File: config.mk
export PLATFORM = sky130hd
export DESIGN_NAME = alu_serial_seq
export DESIGN_NICKNAME = d
export VERILOG_FILES = /design/src/rtl/alu_pkg.sv /design/src/rtl/alu.sv /design/src/rtl/alu_serial_seq.sv
export SDC_FILE = /design/constraint.sdc
export NUM_CORES = 1
export LEC_CHECK = 0
export CAP_MARGIN = 20
export CORE_UTILIZATION = 46
export CTS_BUF_LIST = sky130_fd_sc_hd__clkbuf_4
export CTS_CLUSTER_DIAMETER = 200
export CTS_CLUSTER_SIZE = 8
export DETAILED_ROUTE_END_ITERATION = 10
export GPL_TIMING_DRIVEN = 0
export PLACE_DENSITY_LB_ADDON = 0.08
export SLEW_MARGIN = 0
export SYNTH_ARGS = -nofsm -noshare
export SYNTH_HDL_FRONTEND = slang
export SYNTH_SLANG_ARGS = --single-unit
File: constraint.sdc
create_clock -name clk -period 3.9 [get_ports clk]
set_clock_uncertainty 0.05 [all_clocks]
set_input_delay 0.78 -clock clk [delete_from_list [all_inputs] [get_ports clk]]
set_output_delay 0.78 -clock clk [all_outputs]
set_load 0.03 [all_outputs]
File: src/rtl/alu_pkg.sv
// Shared ALU definitions: opcode enum, sequencer FSM states, default word width.
package alu_pkg;

    localparam int ALU_WIDTH = 32;

    typedef enum logic [2:0] {
        OP_AND  = 3'b000,
        OP_NAND = 3'b001,
        OP_OR   = 3'b010,
        OP_NOR  = 3'b011,
        OP_XOR  = 3'b100,
        OP_ADD  = 3'b101,
        OP_SUB  = 3'b110,
        OP_SLT  = 3'b111
    } alu_op_t;

    typedef enum logic [1:0] {
        ST_IDLE = 2'b00,
        ST_RUN  = 2'b01,
        ST_FIX  = 2'b10,
        ST_DONE = 2'b11
    } seq_state_t;

    // Opcodes that run the adder with an inverted B and a carry-in of one.
    function automatic logic op_is_sub(input alu_op_t op);
        return (op == OP_SUB) || (op == OP_SLT);
    endfunction

    function automatic logic op_is_arith(input alu_op_t op);
        return (op == OP_ADD) || (op == OP_SUB);
    endfunction

endpackage

File: src/rtl/alu.sv
// Classic combinational 1-bit MIPS ALU slice; set is the raw adder sum bit.
module alu
    import alu_pkg::*;
(
    input  logic       SrcA,
    input  logic       SrcB,
    input  logic       cin,
    input  logic       addSubSignal,
    input  logic       less,
    input  logic [2:0] ALUcontrol,
    output logic       ALUresult,
    output logic       cout,
    output logic       set
);

    logic b_s;
    logic sum_s;

    assign b_s   = SrcB ^ addSubSignal;
    assign sum_s = SrcA ^ b_s ^ cin;
    assign cout  = (SrcA & b_s) | (SrcA & cin) | (b_s & cin);
    assign set   = sum_s;

    // Per-opcode result select.
    always_comb begin
        ALUresult = 1'b0;
        case (alu_op_t'(ALUcontrol))
            OP_AND:  ALUresult = SrcA & SrcB;
            OP_NAND: ALUresult = ~(SrcA & SrcB);
            OP_OR:   ALUresult = SrcA | SrcB;
            OP_NOR:  ALUresult = ~(SrcA | SrcB);
            OP_XOR:  ALUresult = SrcA ^ SrcB;
            OP_ADD:  ALUresult = sum_s;
            OP_SUB:  ALUresult = sum_s;
            OP_SLT:  ALUresult = less;
            default: ALUresult = 1'b0;
        endcase
    end

endmodule

File: src/rtl/alu_serial_seq.sv
// Bit-serial word ALU driving one 1-bit slice per cycle, LSB first.
// Optional ALU_SEQ_OVF_EN adds the overflow port and signed-correct SLT.
module alu_serial_seq
    import alu_pkg::*;
#(
    parameter int WIDTH = ALU_WIDTH
)
(
    input  logic             clk,
    input  logic             rst,
    input  logic             start,
    input  logic [2:0]       ALUcontrol,
    input  logic [WIDTH-1:0] srcA,
    input  logic [WIDTH-1:0] srcB,
    output logic             busy,
    output logic             done,
    output logic [WIDTH-1:0] result,
    output logic             zero,
    output logic             cout_out
`ifdef ALU_SEQ_OVF_EN
    ,
    output logic             overflow
`endif
);

    localparam int IW = $clog2(WIDTH);
    localparam logic [IW-1:0] LAST_IDX = IW'(WIDTH - 1);

    seq_state_t       state_r, state_nxt_s;
    alu_op_t          op_r, slice_op_s;
    logic [WIDTH-1:0] a_r, b_r, acc_r, acc_nxt_s;
    logic [IW-1:0]    idx_r, bit_s;
    logic             carry_r, set_r, less_s;
    logic             slice_res_s, slice_cout_s, slice_set_s;
    logic             busy_r, done_r, zero_r, cout_r;
    logic [WIDTH-1:0] result_r;
`ifdef ALU_SEQ_OVF_EN
    logic             ovf_r, overflow_r;
`endif

    alu u_slice (
        .SrcA        (a_r[bit_s]),
        .SrcB        (b_r[bit_s]),
        .cin         (carry_r),
        .addSubSignal(op_is_sub(op_r)),
        .less        (less_s),
        .ALUcontrol  (slice_op_s),
        .ALUresult   (slice_res_s),
        .cout        (slice_cout_s),
        .set         (slice_set_s)
    );

    // State register.
    always_ff @(posedge clk) begin
        if (!rst) begin
            state_r <= ST_IDLE;
        end else begin
            state_r <= state_nxt_s;
        end
    end

    // Next-state logic.
    always_comb begin
        state_nxt_s = state_r;
        case (state_r)
            ST_IDLE: begin
                if (start) state_nxt_s = ST_RUN;
                else       state_nxt_s = ST_IDLE;
            end
            ST_RUN: begin
                if (idx_r == LAST_IDX) state_nxt_s = (op_r == OP_SLT) ? ST_FIX : ST_DONE;
                else                   state_nxt_s = ST_RUN;
            end
            ST_FIX:  state_nxt_s = ST_DONE;
            ST_DONE: state_nxt_s = ST_IDLE;
            default: state_nxt_s = ST_IDLE;
        endcase
    end

    // Slice drive: SLT runs as SUB first, then a one-bit fix-up pass on bit 0.
    always_comb begin
        slice_op_s = op_r;
        bit_s      = idx_r;
        less_s     = 1'b0;
        if (state_r == ST_FIX) begin
            slice_op_s = OP_SLT;
            bit_s      = '0;
`ifdef ALU_SEQ_OVF_EN
            less_s     = set_r ^ ovf_r;
`else
            less_s     = set_r;
`endif
        end else if (op_r == OP_SLT) begin
            slice_op_s = OP_SUB;
        end else begin
            slice_op_s = op_r;
        end
        acc_nxt_s        = acc_r;
        acc_nxt_s[idx_r] = slice_res_s;
    end

    // Datapath and registered outputs; visible outputs move only on entry to DONE.
    always_ff @(posedge clk) begin
        if (!rst) begin
            op_r       <= OP_AND;
            a_r        <= '0;
            b_r        <= '0;
            acc_r      <= '0;
            idx_r      <= '0;
            carry_r    <= 1'b0;
            set_r      <= 1'b0;
            busy_r     <= 1'b0;
            done_r     <= 1'b0;
            result_r   <= '0;
            zero_r     <= 1'b0;
            cout_r     <= 1'b0;
`ifdef ALU_SEQ_OVF_EN
            ovf_r      <= 1'b0;
            overflow_r <= 1'b0;
`endif
        end else begin
            busy_r <= (state_nxt_s != ST_IDLE);
            done_r <= (state_nxt_s == ST_DONE);
            case (state_r)
                ST_IDLE: begin
                    if (start) begin
                        op_r    <= alu_op_t'(ALUcontrol);
                        a_r     <= srcA;
                        b_r     <= srcB;
                        acc_r   <= '0;
                        idx_r   <= '0;
                        carry_r <= op_is_sub(alu_op_t'(ALUcontrol));
                    end else begin
                        idx_r   <= '0;
                    end
                end
                ST_RUN: begin
                    acc_r   <= acc_nxt_s;
                    carry_r <= slice_cout_s;
                    if (idx_r == LAST_IDX) begin
                        idx_r <= '0;
                        set_r <= slice_set_s;
`ifdef ALU_SEQ_OVF_EN
                        ovf_r <= carry_r ^ slice_cout_s;
`endif
                        if (op_r != OP_SLT) begin
                            result_r   <= acc_nxt_s;
                            zero_r     <= (acc_nxt_s == '0);
                            cout_r     <= op_is_arith(op_r) & slice_cout_s;
`ifdef ALU_SEQ_OVF_EN
                            overflow_r <= op_is_arith(op_r) & (carry_r ^ slice_cout_s);
`endif
                        end else begin
                            cout_r <= 1'b0;
                        end
                    end else begin
                        idx_r <= idx_r + IW'(1);
                    end
                end
                ST_FIX: begin
                    result_r   <= {{(WIDTH-1){1'b0}}, slice_res_s};
                    zero_r     <= ~slice_res_s;
                    cout_r     <= 1'b0;
`ifdef ALU_SEQ_OVF_EN
                    overflow_r <= ovf_r;
`endif
                end
                ST_DONE: begin
                    idx_r <= '0;
                end
                default: begin
                    idx_r <= '0;
                end
            endcase
        end
    end

    assign busy     = busy_r;
    assign done     = done_r;
    assign result   = result_r;
    assign zero     = zero_r;
    assign cout_out = cout_r;
`ifdef ALU_SEQ_OVF_EN
    assign overflow = overflow_r;
`endif

endmodule

Yosys cells after proc, flatten, opt, wreduce, memory -nomap -nowiden:

Index checks and enable logic that the tools add are counted.

* word-level logic and storage cells: 102
* register bits: 144
* output and inout port bits: 36

* bitwise logic cells: 15
* reduce and logical (&&, ||, !) cells: 18
* equality and inequality tests: 21
* $add $sub $neg: 1
* multiplexer cells: 31
* magnitude comparators: 3

Operators with widths (count)
* one-hot mux 32 bit (2 select lines): 2
* 2-to-1 mux 32 bit: 3
* bitwise mux 32 bit: 1
* zero test 32 bit: 1
* equality test 3 bit (second input constant): 9
* < comparator 5 x 6 -> 1 bit (second input constant): 2
* 2-to-1 mux 1 bit: 11
* binary-select mux 1 bit (select 5 bit): 2
* 2-to-1 mux 5 bit: 2
* one-hot mux 5 bit (2 select lines): 1
* one-hot mux 2 bit (4 select lines): 1
* AND reduction 2 bit: 4
* nonzero test 2 bit: 4
* one-hot mux 1 bit (7 select lines): 1
* equality test 2 bit (second input constant): 3
* equality test 3 x 2 -> 1 bit (second input constant): 2
* 2-to-1 mux 3 bit: 2
* inequality test 2 bit (second input constant): 3
* one-hot mux 1 bit (2 select lines): 3
* adder 5 x 1 -> 5 bit (second input constant): 1
* AND 1 bit: 5
* demux 1 bit (select 5 bit): 1
* equality test 5 bit (second input constant): 1
* >= comparator 5 x 1 -> 1 bit (second input constant): 1
* 13 further kinds: 23

Longest topological paths before layout:

Gate-level depths: netlist of the first run.

* word-level depth: 13
* gate-level depth with buffers: 18
* gate-level depth less buffers: 15

Modules after synthesis:

From an unflattened synthesis of the first run, not the netlist that was laid out.

* cell total of the unflattened synthesis: 865
* area total of the unflattened synthesis: 7048.0 µm²

Modules (own cells, without submodules)
* alu_serial_seq: area each 6891.6 µm², cells each 847, sequential area each 2882.8 µm², instances 1
* alu: area each 156.4 µm², cells each 18, sequential area each 0.0 µm², instances 1

Least setup slack after synthesis of the first run:

No wires, ideal clock.

* path type: register to register
* start: register state_r[0]
* end: register result_r[11] (netlist: result[11])
* arrival time: 3.942 ns
* path buffers: 3
* library setup time: 0.115 ns
* setup slack: -0.207 ns
* stages on the path, launching flop included: 19
* path through: dfxtp_1 > inv_1 > ha_1 > clkbuf_1 > or2_2 > mux4_2 > nor3_1 > a21oi_1 > a31oi_2 > xnor2_1 > fa_1 > o21ai_0 > o311a_1 > a311oi_4 > or2b_4 > buf_8 > buf_8 > o221ai_2 > and2_1

* cells in the longest elaborated chain, start to end: 12

Ends and longest elaborated chain
* start, declared: line alu_serial_seq.sv:29 `seq_state_t state_r, state_nxt_s;`
* start signal, assigned: line alu_serial_seq.sv:58 `state_r <= state_nxt_s;`
* equality test 2 bit: line alu_serial_seq.sv:85, alu_serial_seq.sv:124
* 2-to-1 mux 5 bit: line alu_serial_seq.sv:85 `if (state_r == ST_FIX) begin`
* binary-select mux 1 bit (select 5 bit): line alu_serial_seq.sv:43 `.SrcB (b_r[bit_s]),`
* 2-to-1 mux 1 bit (not written as such): line alu_serial_seq.sv:43
* bitwise XOR 1 bit: line alu.sv:19 `assign b_s = SrcB ^ addSubSignal;`
* bitwise XOR 1 bit (2 in series): line alu.sv:20 `assign sum_s = SrcA ^ b_s ^ cin;`
* one-hot mux 1 bit (7 select lines): line alu.sv:27 `case (alu_op_t'(ALUcontrol))`
* bitwise mux 32 bit: line alu_serial_seq.sv:99 `acc_nxt_s[idx_r] = slice_res_s;`
* 2-to-1 mux 32 bit: line alu_serial_seq.sv:146 `if (op_r != OP_SLT) begin`
* 2-to-1 mux 32 bit: line alu_serial_seq.sv:140 `if (idx_r == LAST_IDX) begin`
* one-hot mux 32 bit (2 select lines): line alu_serial_seq.sv:124 `case (state_r)`
* end signal, assigned: line alu_serial_seq.sv:147 `result_r <= acc_nxt_s;`
* end signal, assigned: line alu_serial_seq.sv:161 `result_r <= {{(WIDTH-1){1'b0}}, slice_res_s};`
* end, declared: line alu_serial_seq.sv:36 `logic [WIDTH-1:0] result_r;`

Several ways; a longest one is shown, not always the timed one. The select of a mux whose other input is x is not followed.
A chain may end at the register's enable or synchronous reset.

Worst setup path in the final report of the first run:

* start: register idx_r[0]
* end: register result_r[22] (netlist: result[22])

* cells in the longest elaborated chain, start to end: 11

Ends and longest elaborated chain
* start, declared: line alu_serial_seq.sv:32 `logic [IW-1:0] idx_r, bit_s;`
* start signal, assigned: line alu_serial_seq.sv:157 `idx_r <= idx_r + IW'(1);`
* 2-to-1 mux 5 bit: line alu_serial_seq.sv:85
* binary-select mux 1 bit (select 5 bit): line alu_serial_seq.sv:43
* 2-to-1 mux 1 bit (not written as such): line alu_serial_seq.sv:43
* bitwise XOR 1 bit: line alu.sv:19
* bitwise XOR 1 bit (2 in series): line alu.sv:20
* one-hot mux 1 bit (7 select lines): line alu.sv:27
* bitwise mux 32 bit: line alu_serial_seq.sv:99
* 2-to-1 mux 32 bit: line alu_serial_seq.sv:146
* 2-to-1 mux 32 bit: line alu_serial_seq.sv:140
* one-hot mux 32 bit (2 select lines): line alu_serial_seq.sv:124

Several ways; a longest one is shown, not always the timed one. The select of a mux whose other input is x is not followed.

==> metrics.md, run 1 <==
| Metric | Value |
|---|---|
| Result of the run | `finished with violations` |
| Failing checks | `negative setup slack` |
| Post-layout total power | `0.00312 W` |
| Vias per inst | `5.78` |
| Cell count after synthesis | `926` |
| Initial Utilization | `47.5%` |
| Post-synthesis share of cell area spent on and, or, nand and nor gates | `23.6%` |
| Total cell area at the placement stage | `8980 um2` |
| Post-synthesis area per instance | `8.24 um2` |
| Synthesized-area fraction occupied by ao, oa, aoi and oai cells | `26.3%` |
| Combinational family with the most area after synthesis | `compound AO/OA/AOI/OAI gates` |
| Slack of the critical path | `-0.176 ns` |
| Buffer levels on the longest clock path | `2` |
| Clock tree sinks | `144` |
| Detailed-route wire length | `25000 um` |
| Total congestion overflow | `0` |
| Async set-reset flop share out of synthesis | `0%` |
| Seq/Total Area, Yosys | `37.8%` |
| Count of placed standard cells including taps | `1247` |
| Fillcell total | `1419` |
| Clock Tree Root | `clkbuf_4` |
| Core area | `16100 um2` |
| Number of design rule violations left after detail routing | `0` |
| Register bit count reported by yosys | `144` |
| Fin crit share | `105%` |
| Startpoint kind of the worst setup timing path | `flip-flop` |
| Post-route insts no fill | `1299` |
| Capture instance of the worst register-to-register path | `result[22]` |
| Number of antenna diodes | `0` |
| Minimum clock period | `4.08 ns` |
| Synthesized area | `7630 um2` |
| Chip Width | `131 um` |
| Beginning of the critical path | `idx_r[0]` |
| Setup repair after global routing missed its margin | `true` |
| Xor and xnor area share after synthesis | `0.229%` |
| Worst Reg2Reg Path Length in Cells | `18` |
| Number of global-route vias before repair | `7089` |
| Setup violations, final | `62` |
| Fraction of the core area covered by cells at the end of the flow | `63.3%` |
| Initial antenna violation count | `0` |
| Average routed wire per standard cell | `19.2 um` |
| Highest achievable clock rate | `0.245 GHz` |
| Number of buffers added by the clock tree synthesis step | `17` |
| Number of unique standard cell types used by synthesis | `76` |
| Max-slew violation count | `0` |
| Register-to-register setup slack | `-0.18 ns` |
| Required time at the endpoint of the critical path | `4.35 ns` |
| Max capacitance violation total | `0` |
| Adder and majority cell fraction of the synthesized area | `2.07%` |
| Total global-route track usage | `30.3%` |
| Top flip-flop cell by instance count after synthesis | `dfxtp_1` |
| Routed via count | `7506` |
| Maximum vdd drop | `0.000193 V` |
| First-pass GRT wire length | `38700 um` |
| Max transition margin | `14.2%` |
| IO Count | `106` |
| Leakage | `3.78 nW` |
| Origin of the worst min-delay path | `a_r[20]` |
| Post-route antenna net violation count | `0` |
| Share of final-layout standard cells stronger than drive strength 1 | `16.9%` |
| YS warnings | `0` |
| Worst Hold Slack | `0.419 ns` |
| IO Port Bufs | `105` |
| Proportion of synthesized area in mux cells | `3.90%` |
| Initial detailed-routing violation count | `634` |
| Class of the worst hold path | `reg2reg` |
| Vertical extent of the die | `131 um` |
| Met3 Track Usage GR | `6.15%` |
| Total Die Area | `17100 um2` |
| Maximum fanout along the worst path | `9` |
| Post-CTS clock slew at the launch and capture registers of the worst setup and hold paths | `0.12 ns` |
| Transition time of the tightest slew-check pin | `1.29 ns` |
| Number of enable flip-flop cells after synthesis | `0` |
| Global-route met2 utilization | `49.6%` |
| Area growth from synthesis to layout | `33.1%` |
| Pin count of the biggest net entering global routing | `17` |
| Crit path DAT | `4.52 ns` |
| Clock Latency Late Sink | `0.61 ns` |
| Crit. End Element | `flip-flop` |
| H-tree depth reported by CTS | `4` |
| # nets final | `1152` |
| Worst Path Class, Setup | `reg2reg` |
| TritonCTS clock tree | `built` |
| Most used routing layer in global routing | `met2` |
| Router iterations before antenna repair | `7` |
| Start of the worst register-to-register path | `idx_r[0]` |
| Final Hold Fails | `0` |
| Routability cong. | `0.955` |
| Critical path capture point | `result[22]` |
| Area of all placed cells without fillers | `10200 um2` |
| Total half-perimeter wirelength after legalization and detailed placement | `17200 um` |
| Met1 layer usage reported by global route | `37.2%` |
| Power per unit of standard cell area | `307 nW/um2` |
| Total nets after synthesis | `1008` |
| Site row count | `46` |
registers in the layout, summed over array words and instances (netlist names):
register / count
state_r: 2
zero: 1
result: 32
b_r: 32
carry_r: 1
op_r: 3
a_r: 32
done: 1
idx_r: 5
cout_out: 1
busy: 1
acc_r: 32
set_r: 1
per-layer routing:
metal  wire [um]  vias to the layer above  share of wire [%]
met5           0                        -                  0
met4        1300                        0                5.2
met3        1620                      108                6.5
li1            -                     3580                  -
met1       10500                     3483                 42
met2       11600                      335                 46
where the power goes:
| group | switching (W) | leakage [nW] | internal [W] |
|---|---|---|---|
| sequential | 0.0000231 | 1.17 | 0.00151 |
| clock | 0.000583 | 0.168 | 0.000523 |
| combinational | 0.000249 | 2.44 | 0.000227 |
| total | 0.000856 | 3.78 | 0.00226 |
cells in the final DEF (no fill, tap or decap), drive strengths merged, types with 18 or more instances in the layout:
master	n
clkdlybuf4s50	105
inv	19
o21a	28
nand3	18
and2	20
a21boi	80
o21ai	49
nor3	30
a21oi	27
a32o	20
nand2	202
dfxtp	144
clkbuf	71
nor2	31
nor2b	27
buf	49
how the worst min path moves through the flow:
stage                      to  slack, ns  depth (start not counted)
floorplan           acc_r[30]       0.39                          2
global placement      b_r[19]       0.40                          2
detailed placement    b_r[19]       0.40                          2
CTS                 acc_r[30]       0.42                          2
global route          b_r[29]       0.43                          2
finish                a_r[20]       0.42                          2
cell families (layout without fill, tap and decap cells):
| group | Yosys count | after routing |
|---|---|---|
| mux | 17 | 17 |
| xor+xnor | 2 | 2 |
| fa+ha+maj | 12 | 12 |
| simple gates | 380 | 380 |
| compound gates | 273 | 273 |
| buf+inv | 98 | 255 |
| flops | 144 | 144 |
cell usage after synthesis, types with 5 or more instances:
cell / instances / area [um2]
clkbuf_1: 49 / 184
o21a_1: 28 / 210
and3_1: 5 / 31.3
mux2i_1: 5 / 50.1
mux4_2: 10 / 225
inv_1: 17 / 63.8
nor2_1: 30 / 113
nand2_1: 202 / 758
a21oi_1: 27 / 135
ha_1: 11 / 138
or3_1: 6 / 37.5
nand2b_1: 11 / 68.8
dfxtp_1: 144 / 2880
o221ai_2: 6 / 90.1
a32o_1: 20 / 200
a21boi_0: 79 / 593
a31oi_1: 6 / 37.5
o22ai_1: 6 / 37.5
nor3_1: 29 / 145
nor4_1: 11 / 68.8
buf_2: 13 / 65.1
o21ai_1: 7 / 35.0
a22oi_1: 6 / 45.0
buf_6: 6 / 67.6
o32ai_1: 8 / 70.1
nor2b_1: 26 / 163
buf_1: 6 / 22.5
nand3_1: 18 / 90.1
o21ai_0: 42 / 210
and2_1: 19 / 119
repair_timing:
action                                  CTS  global route
hold buffers                              0             0
cloned                                    3             2
buffers inserted                         14             3
gates resized for setup                  79            54
pin swaps                                44            47
endpoints found under the setup margin   65            65
stage by stage:
step | setup WS, ns | setup TNS [ns]
final | -0.176 | -6.92
after global routing | -0.324 | -14.32
after CTS | -0.135 | -3.87
after detailed placement | -0.698 | -34.28
after global placement | -0.683 | -34.59
after floorplan | 0.0143 | 0
cell type report:
| type | count | area (um2) | share of cell area (%) |
|---|---|---|---|
| clock inverters | 12 | 165 | 1.63 |
| multi-input cells | 684 | 4830 | 47.6 |
| clock buffers | 20 | 150 | 1.48 |
| plain buffers | 80 | 465 | 4.58 |
| flip-flops and latches | 144 | 2890 | 28.4 |
| inverters | 18 | 67.6 | 0.665 |
| well taps | 216 | 270 | 2.66 |
| repair buffers | 125 | 1320 | 13.0 |
worst max-delay path, cell delays in order (launching register included):
cell       delay (ns)
dfxtp_2          0.38
buf_6            0.17
nor2b_2          0.16
buf_6            0.18
mux4_2           0.54
mux2i_2          0.20
nor2_1           0.08
o32ai_2          0.30
buf_4            0.15
a21oi_1          0.04
ha_2             0.17
nor2b_4          0.12
or3_4            0.37
a311oi_4         0.25
or2b_4           0.22
buf_12           0.16
clkbuf_16        0.17
nor3_4           0.04
o21a_1           0.20
No activity file was read; power rests on OpenSTA's default activity.
==> run 2, diff against run 1 <==
--- a/config.mk
+++ b/config.mk
@@ -6,6 +6,7 @@
 export NUM_CORES = 1
 export LEC_CHECK = 0
 export CAP_MARGIN = 20
+export CORE_ASPECT_RATIO = 1.4
 export CORE_UTILIZATION = 46
 export CTS_BUF_LIST = sky130_fd_sc_hd__clkbuf_4
 export CTS_CLUSTER_DIAMETER = 200
@@ -13,6 +14,7 @@
 export DETAILED_ROUTE_END_ITERATION = 10
 export GPL_TIMING_DRIVEN = 0
 export PLACE_DENSITY_LB_ADDON = 0.08
+export SKIP_LAST_GASP = 1
 export SLEW_MARGIN = 0
 export SYNTH_ARGS = -nofsm -noshare
 export SYNTH_HDL_FRONTEND = slang
==> metrics.md, run 2 (synthesis results as in run 1) <==
| Metric | Value |
|---|---|
| Minimum clock period | `4.07 ns (-0.00438 ns)` |
| Crit path cell chain | `buf_8, nor2b_2, buf_6, mux4_2, or3_4, a31oi_4, xnor2_2, fa_1, o21ai_1, o311a_1, a311oi_4, or2b_4, buf_12, buf_4, o31ai_4, a31o_1` |
| Clock tree sinks | `144 (unchanged)` |
| Clock Latency Late Sink | `0.59 ns (-0.02 ns)` |
| Transition time of the tightest slew-check pin | `0.965 ns (-0.321 ns)` |
| Site row count | `55 (+20%)` |
| Chip Width | `111 um (-15%)` |
| Fillcell total | `1513 (+6.6%)` |
| Post-CTS clock slew at the launch and capture registers of the worst setup and hold paths | `0.13 ns (about the same)` |
| Area taken by flip-flops and latches | `2890 um2 (unchanged)` |
| Share of final-layout standard cells stronger than drive strength 1 | `14.8% (-2.1 points)` |
| Initial detailed-routing violation count | `412 (-35%)` |
| Total half-perimeter wirelength after legalization and detailed placement | `18300 um (+6.2%)` |
| Count of placed standard cells including taps | `1230 (-1.4%)` |
| Clock power frac | `32.1% (-3.4 points)` |
| Post-route antenna net violation count | `0 (unchanged)` |
| Routability cong. | `1.01 (+5.9%)` |
| Max transition margin | `35.7% (+21 points)` |
| Max-slew violation count | `0 (unchanged)` |
| Final Hold Fails | `0 (unchanged)` |
| Router iterations before antenna repair | `8 (+1)` |
| Crit. End Element | `flip-flop` |
| Worst Path Class, Setup | `reg2reg` |
| H-tree depth reported by CTS | `4 (unchanged)` |
| Total area of multi-input combinational cells | `4640 um2 (-4.1%)` |
| Flop pwr share | `52.4% (+3.1 points)` |
| Leakage | `3.58 nW (-5.5%)` |
| Number of global-route vias before repair | `7099 (+0.14%)` |
| Register-to-register setup slack | `-0.17 ns (about the same)` |
| Highest achievable clock rate | `0.246 GHz (+0.11%)` |
| Number of buffers added by the clock tree synthesis step | `17 (unchanged)` |
| IO Count | `106 (unchanged)` |
| Area growth from synthesis to layout | `29.2%` |
| Comb power frac | `15.5% (+0.3 points)` |
| Critical path capture point | `result[1]` |
| Slack of the critical path | `-0.172 ns (+0.00438 ns)` |
| Routed via count | `7467 (-0.52%)` |
| Total congestion overflow | `0 (unchanged)` |
| Most common cell after layout, fill and taps aside | `nand2_1` |
| Total Die Area | `17100 um2 (about the same)` |
| # nets final | `1152 (unchanged)` |
| Highest-count cells in the layout ignoring fill and taps | `196 x nand2_1, 141 x dfxtp_1, 105 x clkdlybuf4s50_1` |
| Core area | `16200 um2 (+0.71%)` |
| Net switching power | `0.000834 W (-2.5%)` |
| Number of design rule violations left after detail routing | `0 (unchanged)` |
| First-pass GRT wire length | `38700 um (about the same)` |
| Largest incremental delay on the critical path | `0.51 ns (-0.03 ns)` |
| Average routed wire per standard cell | `19.8 um (+3.3%)` |
| Share of total power consumed by net switching | `28.4% (+0.99 points)` |
| Capture instance of the worst register-to-register path | `result[1]` |
| Buffer levels on the longest clock path | `2 (unchanged)` |
| Required time at the endpoint of the critical path | `4.39 ns (+0.04 ns)` |
| Pin count of the biggest net entering global routing | `17 (unchanged)` |
| Initial antenna violation count | `1 (+1)` |
| Post-layout total power | `0.00293 W (-5.9%)` |
| Setup repair after global routing missed its margin | `true` |
| Vertical extent of the die | `154 um (+18%)` |
| Class of the worst hold path | `reg2reg` |
| P_int | `0.00210 W (-7.2%)` |
| IO Port Bufs | `105 (unchanged)` |
| Fin crit share | `104% (-0.11 points)` |
| Beginning of the critical path | `idx_r[0]` |
| Crit path DAT | `4.56 ns (+0.04 ns)` |
| Setup violations, final | `50 (-19%)` |
| Power per unit of standard cell area | `298 nW/um2 (-3.1%)` |
| Total global-route track usage | `29.4% (-0.89 points)` |
| Worst Reg2Reg Path Length in Cells | `16 (-2)` |
| Maximum fanout along the worst path | `9 (unchanged)` |
| TritonCTS clock tree | `built` |
| Failing checks | `negative setup slack` |
| Max capacitance violation total | `0 (unchanged)` |
| Result of the run | `finished with violations` |
| Vias per inst | `5.82 (+0.80%)` |
| # hold bufs at CTS | `0 (unchanged)` |
| Worst slack at placement | `-0.917 ns (-0.219 ns)` |
| Worst path slowest cell | `mux4_2` |
| Maximum vdd drop | `0.000227 V (+18%)` |
| Worst Hold Slack | `0.413 ns (-0.00562 ns)` |
| Post-route insts no fill | `1282 (-1.3%)` |
| Start of the worst register-to-register path | `idx_r[0]` |
| Startpoint kind of the worst setup timing path | `flip-flop` |
| Detailed-route wire length | `25400 um (+1.9%)` |
| Initial Utilization | `47.2% (-0.33 points)` |
| Clock Tree Root | `clkbuf_4` |
-- run 2: cell type report --
type                       count  area share [%]
tap                          199            2.52
buffer                        79            4.62
clock buffer                  18            1.37
multi-input combinational    684            47.0
timing repair buffer         126            13.3
clock inverter                13            1.24
inverter                      18           0.685
antenna                        1          0.0254
sequential                   144            29.3
-- run 2: how the worst min path moves through the flow --
stage	startpoint	end	slack, ns	cells past startpoint
2_1_floorplan	acc_r[30]	acc_r[30]	0.39	2
3_3_place_gp	b_r[3]	b_r[3]	0.40	2
3_5_place_dp	b_r[27]	b_r[27]	0.40	2
4_1_cts	acc_r[30]	acc_r[30]	0.41	2
5_1_grt	acc_r[30]	acc_r[30]	0.42	2
6_report	acc_r[30]	acc_r[30]	0.41	2
-- run 2: what timing repair did --
item	4_1_cts	5_1_grt
resized for setup	58	45
endpoints found under the setup margin	65	65
pin swaps	25	32
cloned	2	2
setup buffers	11	7
-- run 2: worst max-delay path, delay by kind of cell, from the launching register on --
kind,cells,cell delay [ns]
compound gates,6,1.03
mux,1,0.51
xor+xnor,1,0.14
buf+inv,4,0.62
simple gates,3,0.83
flops,1,0.38
fa+ha+maj,1,0.44
-- run 2: per-layer routing --
layer  vias up  wire (um)  track usage, %
li1       3565          -               -
met5         -          0               0
met4         0       1780            21.2
met3       109       1440            5.56
met1      3465       9380            31.0
met2       328      12800            52.2
-- run 2: stage by stage --
stage	util (%)	cell area [um2]	setup TNS, ns
floorplan	-	7660	0
global placement	55.4	8960	-48.46
detailed placement	55.4	8960	-48.04
CTS	59.2	9570	-8.00
global route	61.0	9860	-11.81
finish	61.0	9860	-4.58
-- run 2: power by group through the flow --
stage                     sequential (W)  combinational (W)  clock, W
after global routing             0.00155           0.000485   0.00101
after floorplan                  0.00157           0.000216         0
after CTS                        0.00154           0.000420  0.000944
after detailed placement         0.00157           0.000369         0
final                            0.00154           0.000454  0.000942
after global placement           0.00157           0.000368         0
